## src/rtl/shift_pkg.sv

```systemverilog
//==============================================================================
// Module      : shift_pkg
// Description : Shared shift-type encodings and output-stage state type.
// Revision    : 1.0 - initial release
//==============================================================================
`default_nettype none

package shift_pkg;

    localparam logic [2:0] SHIFT_LL = 3'b000;
    localparam logic [2:0] SHIFT_LR = 3'b001;
    localparam logic [2:0] SHIFT_AR = 3'b010;
    localparam logic [2:0] SHIFT_RL = 3'b011;
    localparam logic [2:0] SHIFT_RR = 3'b100;

    typedef enum logic [0:0] {
        OUT_EMPTY = 1'b0,
        OUT_FULL  = 1'b1
    } out_state_t;

endpackage

`default_nettype wire

```

## src/rtl/barrel_shifter.sv

```systemverilog
//==============================================================================
// Module      : barrel_shifter
// Description : Combinational shifter: logical/arithmetic shifts and rotates.
// Revision    : 1.0 - initial release
//==============================================================================
`default_nettype none

module barrel_shifter
    import shift_pkg::*;
#(
    parameter int WIDTH = 8,
    parameter int AMT_W = $clog2(WIDTH)
) (
    input  logic [WIDTH-1:0] i_data,
    input  logic [AMT_W-1:0] i_amt,
    input  logic [2:0]       i_type,
    output logic [WIDTH-1:0] o_result
);

    logic [2*WIDTH-1:0] w_rol;
    logic [2*WIDTH-1:0] w_ror;

    // Rotates shift a doubled copy so the wrapped bits fall into the kept half
    assign w_rol = {i_data, i_data} << i_amt;
    assign w_ror = {i_data, i_data} >> i_amt;

    always_comb begin
        o_result = i_data;
        case (i_type)
            SHIFT_LL: o_result = i_data << i_amt;
            SHIFT_LR: o_result = i_data >> i_amt;
            SHIFT_AR: o_result = $signed(i_data) >>> i_amt;
            SHIFT_RL: o_result = w_rol[2*WIDTH-1 -: WIDTH];
            SHIFT_RR: o_result = w_ror[WIDTH-1:0];
            default:  o_result = i_data;
        endcase
    end

endmodule

`default_nettype wire

```

## src/rtl/shift_arbiter.sv

```systemverilog
//==============================================================================
// Module      : shift_arbiter
// Description : Round-robin sharing of one barrel_shifter with a registered
//               single-entry response stage tagged with the requester ID.
// Revision    : 1.0 - initial release
//==============================================================================
`default_nettype none

module shift_arbiter
    import shift_pkg::*;
#(
    parameter int WIDTH   = 8,
    parameter int NUM_REQ = 4,
    parameter int AMT_W   = $clog2(WIDTH),
    parameter int ID_W    = (NUM_REQ > 1) ? $clog2(NUM_REQ) : 1
) (
    input  logic                     clk,
    input  logic                     rst,
    input  logic [NUM_REQ-1:0]       req_valid,
    output logic [NUM_REQ-1:0]       req_ready,
    input  logic [NUM_REQ*WIDTH-1:0] req_data,
    input  logic [NUM_REQ*AMT_W-1:0] req_amt,
    input  logic [NUM_REQ*3-1:0]     req_type,
    output logic                     rsp_valid,
    input  logic                     rsp_ready,
    output logic [WIDTH-1:0]         rsp_data,
    output logic [ID_W-1:0]          rsp_id
);

    out_state_t         r_state;
    out_state_t         w_state_next;
    logic [WIDTH-1:0]   r_rsp_data;
    logic [ID_W-1:0]    r_rsp_id;
    logic [ID_W-1:0]    w_ptr;
    logic               w_can_accept;
    logic               w_grant_vld;
    logic [ID_W-1:0]    w_grant_idx;
    logic [WIDTH-1:0]   w_sel_data;
    logic [AMT_W-1:0]   w_sel_amt;
    logic [2:0]         w_sel_type;
    logic [WIDTH-1:0]   w_shift_result;
    int                 w_idx;

    assign rsp_valid    = (r_state == OUT_FULL);
    assign rsp_data     = r_rsp_data;
    assign rsp_id       = r_rsp_id;
    assign w_can_accept = !rsp_valid || rsp_ready;

    // Priority search starting at the pointer, wrapping past NUM_REQ-1
    always_comb begin
        w_grant_vld = 1'b0;
        w_grant_idx = '0;
        w_sel_data  = '0;
        w_sel_amt   = '0;
        w_sel_type  = '0;
        w_idx       = 0;
        for (int k = 0; k < NUM_REQ; k++) begin
            w_idx = int'(w_ptr) + k;
            if (w_idx >= NUM_REQ) begin
                w_idx = w_idx - NUM_REQ;
            end
            if (!w_grant_vld && w_can_accept && !rst && req_valid[w_idx]) begin
                w_grant_vld = 1'b1;
                w_grant_idx = w_idx[ID_W-1:0];
                w_sel_data  = req_data[w_idx*WIDTH +: WIDTH];
                w_sel_amt   = req_amt[w_idx*AMT_W +: AMT_W];
                w_sel_type  = req_type[w_idx*3 +: 3];
            end
        end
    end

    assign req_ready = w_grant_vld ? (NUM_REQ'(1) << w_grant_idx) : '0;

    barrel_shifter #(
        .WIDTH (WIDTH),
        .AMT_W (AMT_W)
    ) u_barrel_shifter (
        .i_data   (w_sel_data),
        .i_amt    (w_sel_amt),
        .i_type   (w_sel_type),
        .o_result (w_shift_result)
    );

    generate
        if (NUM_REQ > 1) begin : g_ptr_reg
            logic [ID_W-1:0] r_ptr;

            always_ff @(posedge clk) begin
                if (rst) begin
                    r_ptr <= '0;
                end else if (w_grant_vld) begin
                    if (w_grant_idx == ID_W'(NUM_REQ - 1)) begin
                        r_ptr <= '0;
                    end else begin
                        r_ptr <= w_grant_idx + ID_W'(1);
                    end
                end
            end

            assign w_ptr = r_ptr;
        end else begin : g_ptr_const
            assign w_ptr = '0;
        end
    endgenerate

    // A grant always refills the stage, so drain+grant keeps it FULL
    always_comb begin
        w_state_next = r_state;
        if (w_grant_vld) begin
            w_state_next = OUT_FULL;
        end else if ((r_state == OUT_FULL) && rsp_ready) begin
            w_state_next = OUT_EMPTY;
        end
    end

    always_ff @(posedge clk) begin
        if (rst) begin
            r_state    <= OUT_EMPTY;
            r_rsp_data <= '0;
            r_rsp_id   <= '0;
        end else begin
            r_state <= w_state_next;
            if (w_grant_vld) begin
                r_rsp_data <= w_shift_result;
                r_rsp_id   <= w_grant_idx;
            end
        end
    end

endmodule

`default_nettype wire

```

## config.mk

```make
export PLATFORM = sky130hd
export DESIGN_NAME = shift_arbiter
export DESIGN_NICKNAME = d
export VERILOG_FILES = /design/src/rtl/shift_pkg.sv /design/src/rtl/barrel_shifter.sv /design/src/rtl/shift_arbiter.sv
export SDC_FILE = /design/constraint.sdc
export NUM_CORES = 1
export LEC_CHECK = 0
export ABC_AREA = 1
export CAP_MARGIN = 20
export CORE_MARGIN = 8
export CORE_UTILIZATION = 40
export CTS_BUF_LIST = sky130_fd_sc_hd__clkbuf_2 sky130_fd_sc_hd__clkbuf_4 sky130_fd_sc_hd__clkbuf_8
export CTS_CLUSTER_SIZE = 20
export DETAILED_ROUTE_END_ITERATION = 8
export SLEW_MARGIN = 15
export SYNTH_ARGS = -nofsm -noshare
export SYNTH_HDL_FRONTEND = slang
export SYNTH_SLANG_ARGS = --single-unit
```

## constraint.sdc

```tcl
create_clock -name clk -period 5 [get_ports clk]
set_input_delay 1 -clock clk [delete_from_list [all_inputs] [get_ports clk]]
set_output_delay 1 -clock clk [all_outputs]
set_load 0.01 [all_outputs]
```

---- Word level (Yosys, flattened, before mapping) ----
Index checks and enable logic that the tools add are counted.
cells by class
  add/subtract/negate cells ............... 8
  reductions and logical operators ........ 20
  magnitude comparators ................... 8
  multiply operators ...................... 4
  eq/ne operators ......................... 5
  multiplexer cells ....................... 41
  shift operators ......................... 18
operator list
  cell                                                                   count
  12-bit by 32-bit indexed part select with 3-bit output                 8
  32-bit by 4-bit < comparator with 1-bit output, second input constant  4
  32-bit by 3-bit multiplier with 32-bit output, second input constant   4
  32-bit 2-to-1 mux                                                      4
  32-bit by 32-bit indexed part select with 8-bit output                 4
  8-bit one-hot mux with 5 select lines                                  1
  8-bit 2-to-1 mux                                                       4
  3-bit 2-to-1 mux                                                       8
  16-bit by 3-bit << shifter with 16-bit output                          1
  16-bit by 3-bit right shift with 8-bit output                          1
  1-bit 2-to-1 mux                                                       14
  1-bit logical AND                                                      12
  3-bit by 3-bit subtractor with 4-bit output, second input constant     3
  2-bit 2-to-1 mux                                                       5
  3-bit greater-or-equal comparator, second input constant               3
  1-bit binary-select mux with 2-bit select                              4
  8-bit by 3-bit << shifter with 8-bit output                            1
  8-bit by 3-bit right shift with 8-bit output                           1
  8-bit by 3-bit >>> shifter with 8-bit output                           1
  2-bit by 2-bit adder with 3-bit output, second input constant          2
  3-bit by 2-bit == test with 1-bit output, second input constant        2
  1-bit zero test                                                        5
  4-bit 2-to-1 mux                                                       1
  1-bit by 2-bit << shifter with 4-bit output, first input constant      1
  10 further kinds                                                       10
storage, ports and cells
  word-level logic and storage cells ...... 108
  register bits ........................... 13
  output and inout bits ................... 15
  bits of input ports ..................... 63

---- Longest topological paths before layout ----
Gate-level depths: netlist of the first run.
  depth in word-level cells ............... 24
  gate-level depth with buffers ........... 35
  depth with buffers taken out ............ 27

---- Cells and area by module ----
From an unflattened synthesis of the first run, not the netlist that was laid out.
unflattened totals
  cell total of the unflattened synthesis .. 917
  area, all modules ....................... 4621.9 um2
modules (own cells, without submodules)
  module          times used  sequential area each (um2)  area each (um2)  cells an instance
  shift_arbiter   1           260.2                       3574.7           698
  barrel_shifter  1           0.0                         1047.3           219

---- Worst setup path after synthesis of the first run ----
OpenSTA, ideal clock, no wires.
  path kind ............................... register to register
  start point ............................. register g_ptr_reg.r_ptr[0]
  end point ............................... register r_rsp_data[1], in the netlist rsp_data[1]
  cell stages (with the launch flop) ...... 34
  arrival time ............................ 4195 ps
  setup time .............................. 116 ps
  period minus slack after synthesis ...... 4310 ps
  path slack .............................. 690 ps
  path buffers ............................ 9
  data required time ...................... 4884 ps
  cells stage by stage .................... dfxtp_1 > inv_2 > buf_6 > buf_6 > buf_2 > buf_2 > ha_1 > buf_4 > inv_2 > buf_4 > buf_4 > buf_4 > buf_2 > nor2_1 > ha_1 > a21oi_1 > inv_1 > nor2_1 > nand2_1 > nor2_1 > nand2_1 > nand2_1 > inv_2 > nand2_2 > nand2_4 > inv_2 > nand2_1 > nand3_1 > o21ai_1 > or2_0 > nand2_1 > nand2_1 > nand2_1 > a21oi_1
on the way
  word-level cells in the longest chain between the ends .. 24
  elaborated cells between the ends (all ways) .. 83
  classes of those cells .................. add/sub: 7; mul: 4; order compare: 4; eq/ne: 4; shift: 17; mux: 33; reduce/logical: 14
RTL lines
  item                                                                                    RTL line              text
  from (decl)                                                                             shift_arbiter.sv:86   logic [ID_W-1:0] r_ptr;
  from (signal assigned)                                                                  shift_arbiter.sv:95   r_ptr <= w_grant_idx + ID_W'(1);
  branches (longest 24 deep; another with 32-bit by 3-bit multiplier with 32-bit output)  n/a
  to (signal assigned)                                                                    shift_arbiter.sv:124  r_rsp_data <= w_shift_result;
  to (decl)                                                                               shift_arbiter.sv:32   logic [WIDTH-1:0] r_rsp_data;
Parallel ways; which one is timed is not known. The select of a mux whose other input is x is not followed.
A chain may end at the register's enable or synchronous reset.

---- Worst setup path after layout of the first run ----
  start point ............................. input rsp_ready
  end point ............................... output req_ready[3]
on the way
  word-level cells in the longest chain between the ends .. 21
  elaborated cells between the ends (all ways) .. 25
  classes of those cells .................. shift: 1; mux: 9; reduce/logical: 15
RTL lines
  item                                           RTL line             text
  from (decl)                                    shift_arbiter.sv:25  input logic rsp_ready,
  1-bit logical OR *                             shift_arbiter.sv:47  assign w_can_accept = !rsp_valid || rsp_ready;
  1-bit logical AND (2 in a row)                 shift_arbiter.sv:62  if (!w_grant_vld && w_can_accept && !rst && req_valid[w_idx]) begin
  1-bit 2-to-1 mux                               shift_arbiter.sv:62
  1-bit zero test                                shift_arbiter.sv:62
  1-bit logical AND (3 in a row)                 shift_arbiter.sv:62
  1-bit 2-to-1 mux                               shift_arbiter.sv:62
  1-bit zero test                                shift_arbiter.sv:62
  1-bit logical AND (3 in a row)                 shift_arbiter.sv:62
  1-bit 2-to-1 mux                               shift_arbiter.sv:62
  1-bit zero test                                shift_arbiter.sv:62
  1-bit logical AND (3 in a row)                 shift_arbiter.sv:62
  2-bit 2-to-1 mux *                             shift_arbiter.sv:62
  net w_grant_idx[0]                             shift_arbiter.sv:37  logic [ID_W-1:0] w_grant_idx;
  1-bit by 2-bit << shifter with 4-bit output *  shift_arbiter.sv:72  assign req_ready = w_grant_vld ? (NUM_REQ'(1) << w_grant_idx) : '0;
  4-bit 2-to-1 mux *                             shift_arbiter.sv:72
  to (decl)                                      shift_arbiter.sv:20  output logic [NUM_REQ-1:0] req_ready,
The timed path passes the listed nets; every way through them passes the cells marked *.

==> results of run 1 <==
## cells in the mapped netlist
cell type  number  area share (%)
buf_2          20             2.0
o21ai_2         2            0.35
a21boi_1        1            0.15
a21oi_1        40             4.0
nand3b_1        3            0.45
nor2_2          5            0.62
o211ai_1       18             2.7
nand2_4         1            0.22
or2_1           2            0.25
or2_2           5            0.62
buf_1           2            0.15
inv_4           1            0.12
nand2_2        14             1.7
conb_1          1           0.075
or2_0           2            0.25
inv_1          77             5.7
o21a_1          7             1.0
nand3_2         2            0.40
and2_1          3            0.37
nor2_4          4            0.90
buf_4          10             1.5
mux2i_1         1            0.20
buf_6           9             2.0
dfxtp_1        13             5.2
a31oi_1         4            0.50
clkinv_1        2            0.15
ha_1           14             3.5
o21ai_1        23             2.3
nand2_1       419              31
clkbuf_1       12            0.90
clkbuf_2        1           0.099
o31ai_1         4            0.60
nor3_1          2            0.20
nand4_1         7            0.87
inv_2          14             1.0
nor2_1         72             5.4
nor3_2          1            0.20
o21ai_0        60             6.0
a21boi_0        1            0.15
nand3_1       160              16
## power by group
group | internal [mW] | leakage, nW | switching [mW]
clock network | 0.0616 | 0.0262 | 0.0353
logic | 1.32 | 2.92 | 2.77
registers | 0.147 | 0.108 | 0.0222
total | 1.53 | 3.06 | 2.82
## logic make-up after synthesis
kind of cell | count (synthesis) | share of synthesized area, %
AND/OR/NAND/NOR | 702 | 59.7
AO/OA/AOI/OAI | 160 | 17.7
buffers and inverters | 148 | 13.7
adder cells (fa/ha/maj) | 14 | 3.48
flip-flops | 13 | 5.17
multiplexers | 1 | 0.199
other | 1 | 0.0746
## path summary, 6_finish.rpt
path | startpoint | to | slack (ns)
min reg2reg | rsp_data[1] | rsp_data[1] | 0.47
max | rsp_ready | req_ready[3] | 0.41
min | rsp_data[1] | rsp_data[1] | 0.47
max reg2reg | g_ptr_reg.r_ptr[0] | rsp_data[1] | 0.96
## registers in the layout, indices dropped and copies added (netlist names)
register / cells
rsp_data: 8
rsp_valid: 1
g_ptr_reg.r_ptr: 2
rsp_id: 2
## worst min-delay path, stage by stage, from the launching register on
cell     delay, ns
dfxtp_1       0.30
nand2_1       0.06
a21oi_1       0.06
## cells in the final DEF (no fill, tap or decap), types with 4 or more instances in the layout
cell type        instances
nand4_1                  7
clkdlybuf4s50_1         77
dfxtp_1                 12
o21ai_1                 23
nand3_1                160
nor2_4                   4
inv_2                   14
ha_1                    14
o21a_1                   7
nand2_2                 14
a31oi_1                  4
inv_1                   77
o21ai_0                 60
o211ai_1                18
nor2_2                   5
or2_2                    5
nand2_1                419
a21oi_1                 40
buf_4                   19
nor2_1                  72
o31ai_1                  4
## through the flow
step                      hold WS (ns)  instance area [um2]  instances
after floorplan                  0.482                 5030       1040
after CTS                        0.470                 5880       1258
after global placement           0.477                 5830       1254
final                            0.471                 5880       1258
after detailed placement         0.462                 5830       1254
after global routing             0.486                 5880       1258
## final cells by class
cell class	count	area share, %
Tap cell	172	3.66
Multi-Input combinational cell	879	69.4
Sequential cell	13	4.49
Clock buffer	4	0.830
Inverter	94	6.04
Timing Repair Buffer	96	15.5
## per-layer routing
metal,GRT usage [%],vias up
li1,-,3460
met1,28.7,2991
met2,33.3,272
met3,2.91,38
met4,8.25,0
met5,0,-
==> results.ini, run 1 <==
[status]
run_status = finished clean

[timing]
period_needed_ns = 4.59
setup-tns-final_ns = 0
finalCritPeriodShare_pct = 91.8
fin_ws_ns = 0.409
fmax_mhz = 218
hold_violations = 0
fin_skew_ns = 0.000495
slew_violations = 0
worst_pin_slew_ns = 0.782
setup_viol = 0
relSlewSlack_pct = 47.7
rsz0062_at_grt = false

[synthesis]
synth.avg_cell_area_um2 = 4.84
yosysUniqueCellTypes = 40
syn_inst = 1039
synth-seq-cells = 13
syn_area_um2 = 5030
ys_seq_area_share_pct = 5.17
ys_warn_count = 0

[worst_setup_path]
crit_cells = 13
cp_slowest_cell = clkdlybuf4s50_1
critPathKind = in -> out
cp_common_cell = inv_1
crit_arrival_ns = 3.59
path_cells = clkdlybuf4s50_1 -> nor2_1 -> nor2_2 -> inv_1 -> nor3_2 -> nand3_2 -> nand3_1 -> o31ai_1 -> inv_1 -> ha_1 -> nand2_1 -> inv_1 -> clkdlybuf4s50_1
critPathRequiredTime_ns = 4.00
end_kind = primary output
path_buf_inv = 5
slowest_delay_ns = 0.53
cp-start-kind = primary input
crit_family = buffers and inverters
rr_worst_depth = 21
critical_path_peak_fanout = 4

[cts]
htree_num_levels = 1
clockBufferDepth = 2
holdBufCountCts = 0
clkTransAtPathRegs_ns = 0.05
clk_latency_ns = 0.24
cts_setup_buffers = 0
cts_root_buf = clkbuf_8
ctsResizeCount = 0
cts.sinks = 13
cts_tree = yes
cts_buffers = 3

[drt]
dr.max_layer_used = met4
wl_met1_um = 8010
drc = 0
wl_um = 17600
dr_wl_met3_um = 1290
vias = 6761
drtAntennaViolNets = 0
drt_iter0_markers = 574
wl_met2_um = 7750
viasPerCell = 5.37
wire_per_inst_um = 14.0
dr.pass1.iters = 6

[power_and_ir_drop]
total_power_mw = 4.35
p_leak_nw = 3.06
p_per_area_nw_per_um2 = 739
vdd_drop_max_uv = 249

[floorplanning]
coreArea_um2 = 12500
die_w_um = 128
dieHeight_um = 128
die_area_um2 = 16400
rows = 41
io_pins = 78
initial_core_util_pct = 40.3

[global_route]
gr-usage-all-layers_pct = 21.3
grt_overflow = 0
antenna_found_initial = 0
grt_pass1_vias = 6144
grt_max_degree = 59
grt_pass1_wl_um = 29500

[final_layout]
multiInputGateArea_um2 = 4080
fin_util_pct = 47.2
area_growth_pct = 16.9
nNetsFinal = 1164
antenna_cells = 0
nFillCells = 1392
drive_gt1_share_pct = 6.72
register_area_um2 = 264

[run]
drv_cap = 0

[placed_design]
place.gp.congestion = 0.954
place_ws_ns = 0.397
hpwl_um = 13900
portBuffers = 77

[worst_hold_path]
hold_path.class = reg -> reg
worstHoldPathCells = 2

No activity file was read; power rests on OpenSTA's default activity.
==> run 2, diff against run 1 <==
- SETUP_SLACK_MARGIN: default -> 0.3
==> results.ini, run 2 (synthesis gave the netlist of run 1 again) <==
[worst_setup_path]
end_kind = primary output
critPathRequiredTime_ns = 4.00  ; about the same
critPathKind = in -> out
critical_path_peak_fanout = 13  ; +9
crit_arrival_ns = 3.45  ; -0.14 ns
cp-start-kind = primary input

[drt]
wire_per_inst_um = 14.0  ; about the same
drc = 0  ; unchanged
dr.pass1.iters = 5  ; -1
drt_iter0_markers = 613  ; +6.8%
wl_um = 17600  ; about the same
viasPerCell = 5.36  ; -0.35%
vias = 6737  ; -0.35%
drtAntennaViolNets = 0  ; unchanged

[timing]
fin_skew_ns = 0.00118  ; +0.000684 ns
worst_pin_slew_ns = 0.791  ; +0.00886 ns
rsz0062_at_grt = false
period_needed_ns = 4.45  ; -0.143 ns
setup-tns-final_ns = 0  ; unchanged
relSlewSlack_pct = 47.2  ; -0.59 points
hold_violations = 0  ; unchanged
finalCritPeriodShare_pct = 89.0  ; -2.9 points
setup_viol = 0  ; unchanged
fmax_mhz = 225  ; +3.2%
slew_violations = 0  ; unchanged
fin_ws_ns = 0.552  ; +0.143 ns

[placed_design]
place_ws_ns = 0.397  ; unchanged
hpwl_um = 13900  ; unchanged
place.gp.congestion = 0.954  ; unchanged
place_area_um2 = 5830  ; unchanged
portBuffers = 77  ; unchanged
dpl.cell_count = 1254  ; unchanged

[cts]
holdBufCountCts = 0  ; unchanged
cts_buffers = 3  ; unchanged
ctsResizeCount = 0  ; unchanged
cts_tree = yes
cts_root_buf = clkbuf_8
htree_num_levels = 1  ; unchanged
clk_latency_ns = 0.24  ; about the same
cts_setup_buffers = 0  ; unchanged
cts.sinks = 13  ; unchanged
clockBufferDepth = 2  ; unchanged
clkTransAtPathRegs_ns = 0.05  ; about the same

[floorplanning]
initial_core_util_pct = 40.3  ; unchanged
dieHeight_um = 128  ; unchanged
coreArea_um2 = 12500  ; unchanged
die_w_um = 128  ; unchanged
die_area_um2 = 16400  ; unchanged
io_pins = 78  ; unchanged
rows = 41  ; unchanged

[final_layout]
area_growth_pct = 17.1
final_common_cell = nand2_1
antenna_cells = 0  ; unchanged
final_cell_mix = nand2_1, nand3_1, inv_1, clkdlybuf4s50_1, nor2_1
stdcell_area_um2 = 5890  ; +0.17%
drive_gt1_share_pct = 6.81  ; +0.092 points
finalNonFillerCells = 1258  ; unchanged
largest_register_ffs = 8  ; unchanged
nNetsFinal = 1164  ; unchanged
nFillCells = 1388  ; -0.29%

[run]
drv_cap = 0  ; unchanged

[global_route]
grtUsageMet2_pct = 33.3  ; unchanged
grt_overflow = 0  ; unchanged
grt_pass1_wl_um = 29500  ; unchanged
met1_usage_pct = 28.7  ; unchanged
grt_pass1_vias = 6144  ; unchanged
top_usage_layer = met2
gr-usage-all-layers_pct = 21.3  ; unchanged
antenna_found_initial = 0  ; unchanged
use_met3_pct = 2.91  ; unchanged
grt_max_degree = 59  ; unchanged

[worst_hold_path]
hold_path.class = reg -> reg

[power_and_ir_drop]
p_leak_nw = 3.06  ; about the same
combPwrFrac_pct = 93.9  ; about the same
p_sw_mw = 2.83  ; +0.11%
clockPowerShare_pct = 2.2  ; about the same
p_per_area_nw_per_um2 = 739  ; about the same
vdd_drop_max_uv = 251  ; +0.84%
p_seq_share_pct = 3.9  ; about the same
internal_power_mw = 1.53  ; +0.17%
swShare_pct = 64.9  ; about the same

[status]
run_status = finished clean

run 2: cell counts in the layout (fill, tap and decap cells not counted):
No cell type changed its count.
run 2: area by class of cell:
type / count / area [um2] / share of cell area (%)
timing repair buffer: 96 / 913 / 15.5
sequential: 13 / 264 / 4.48
tap: 172 / 215 / 3.65
clock buffer: 4 / 48.8 / 0.828
multi-input combinational: 879 / 4090 / 69.5
inverter: 94 / 355 / 6.03
run 2: power by group through the flow:
stage | combinational (mW) | sequential [mW] | clock (mW)
after global routing | 4.62 | 0.174 | 0.103
after CTS | 4.03 | 0.169 | 0.0996
after global placement | 4.05 | 0.171 | 0
after detailed placement | 4.02 | 0.170 | 0
final | 4.09 | 0.169 | 0.0965
after floorplan | 3.11 | 0.185 | 0
run 2: final timing paths:
| path | start | end | slack (ns) | depth (start not counted) |
|---|---|---|---|---|
| setup / recovery | req_valid[2] | req_ready[1] | 0.55 | 16 |
| setup reg to reg | g_ptr_reg.r_ptr[0] | rsp_data[1] | 0.94 | 21 |
| hold / removal | rsp_data[1] | rsp_data[1] | 0.47 | 2 |
| hold reg to reg | rsp_data[1] | rsp_data[1] | 0.47 | 2 |
run 2: metal layers:
metal | wire (um) | part of all wire (%)
met4 | 565 | 3.2
met3 | 1330 | 7.6
met2 | 7730 | 44
met1 | 7980 | 45
met5 | 0 | 0
run 2: critical path, cell delays in order:
cell and delay, ns:
clkdlybuf4s50_1 0.50, inv_1 0.07, nand2_1 0.08, nand3_1 0.08, nand2_1 0.07, nand2_1 0.09
nor2_4 0.11, buf_4 0.22, nand2_1 0.13, nand2_1 0.08, nand2_1 0.11, inv_1 0.12
ha_1 0.16, nand2_1 0.05, inv_1 0.05, clkdlybuf4s50_1 0.52
run 2: through the flow:
step	util, %	power [mW]	hold WS, ns
floorplan	-	3.30	0.482
global placement	46.8	4.22	0.477
detailed placement	46.8	4.19	0.462
CTS	47.2	4.30	0.470
global route	47.3	4.90	0.486
finish	47.3	4.35	0.471
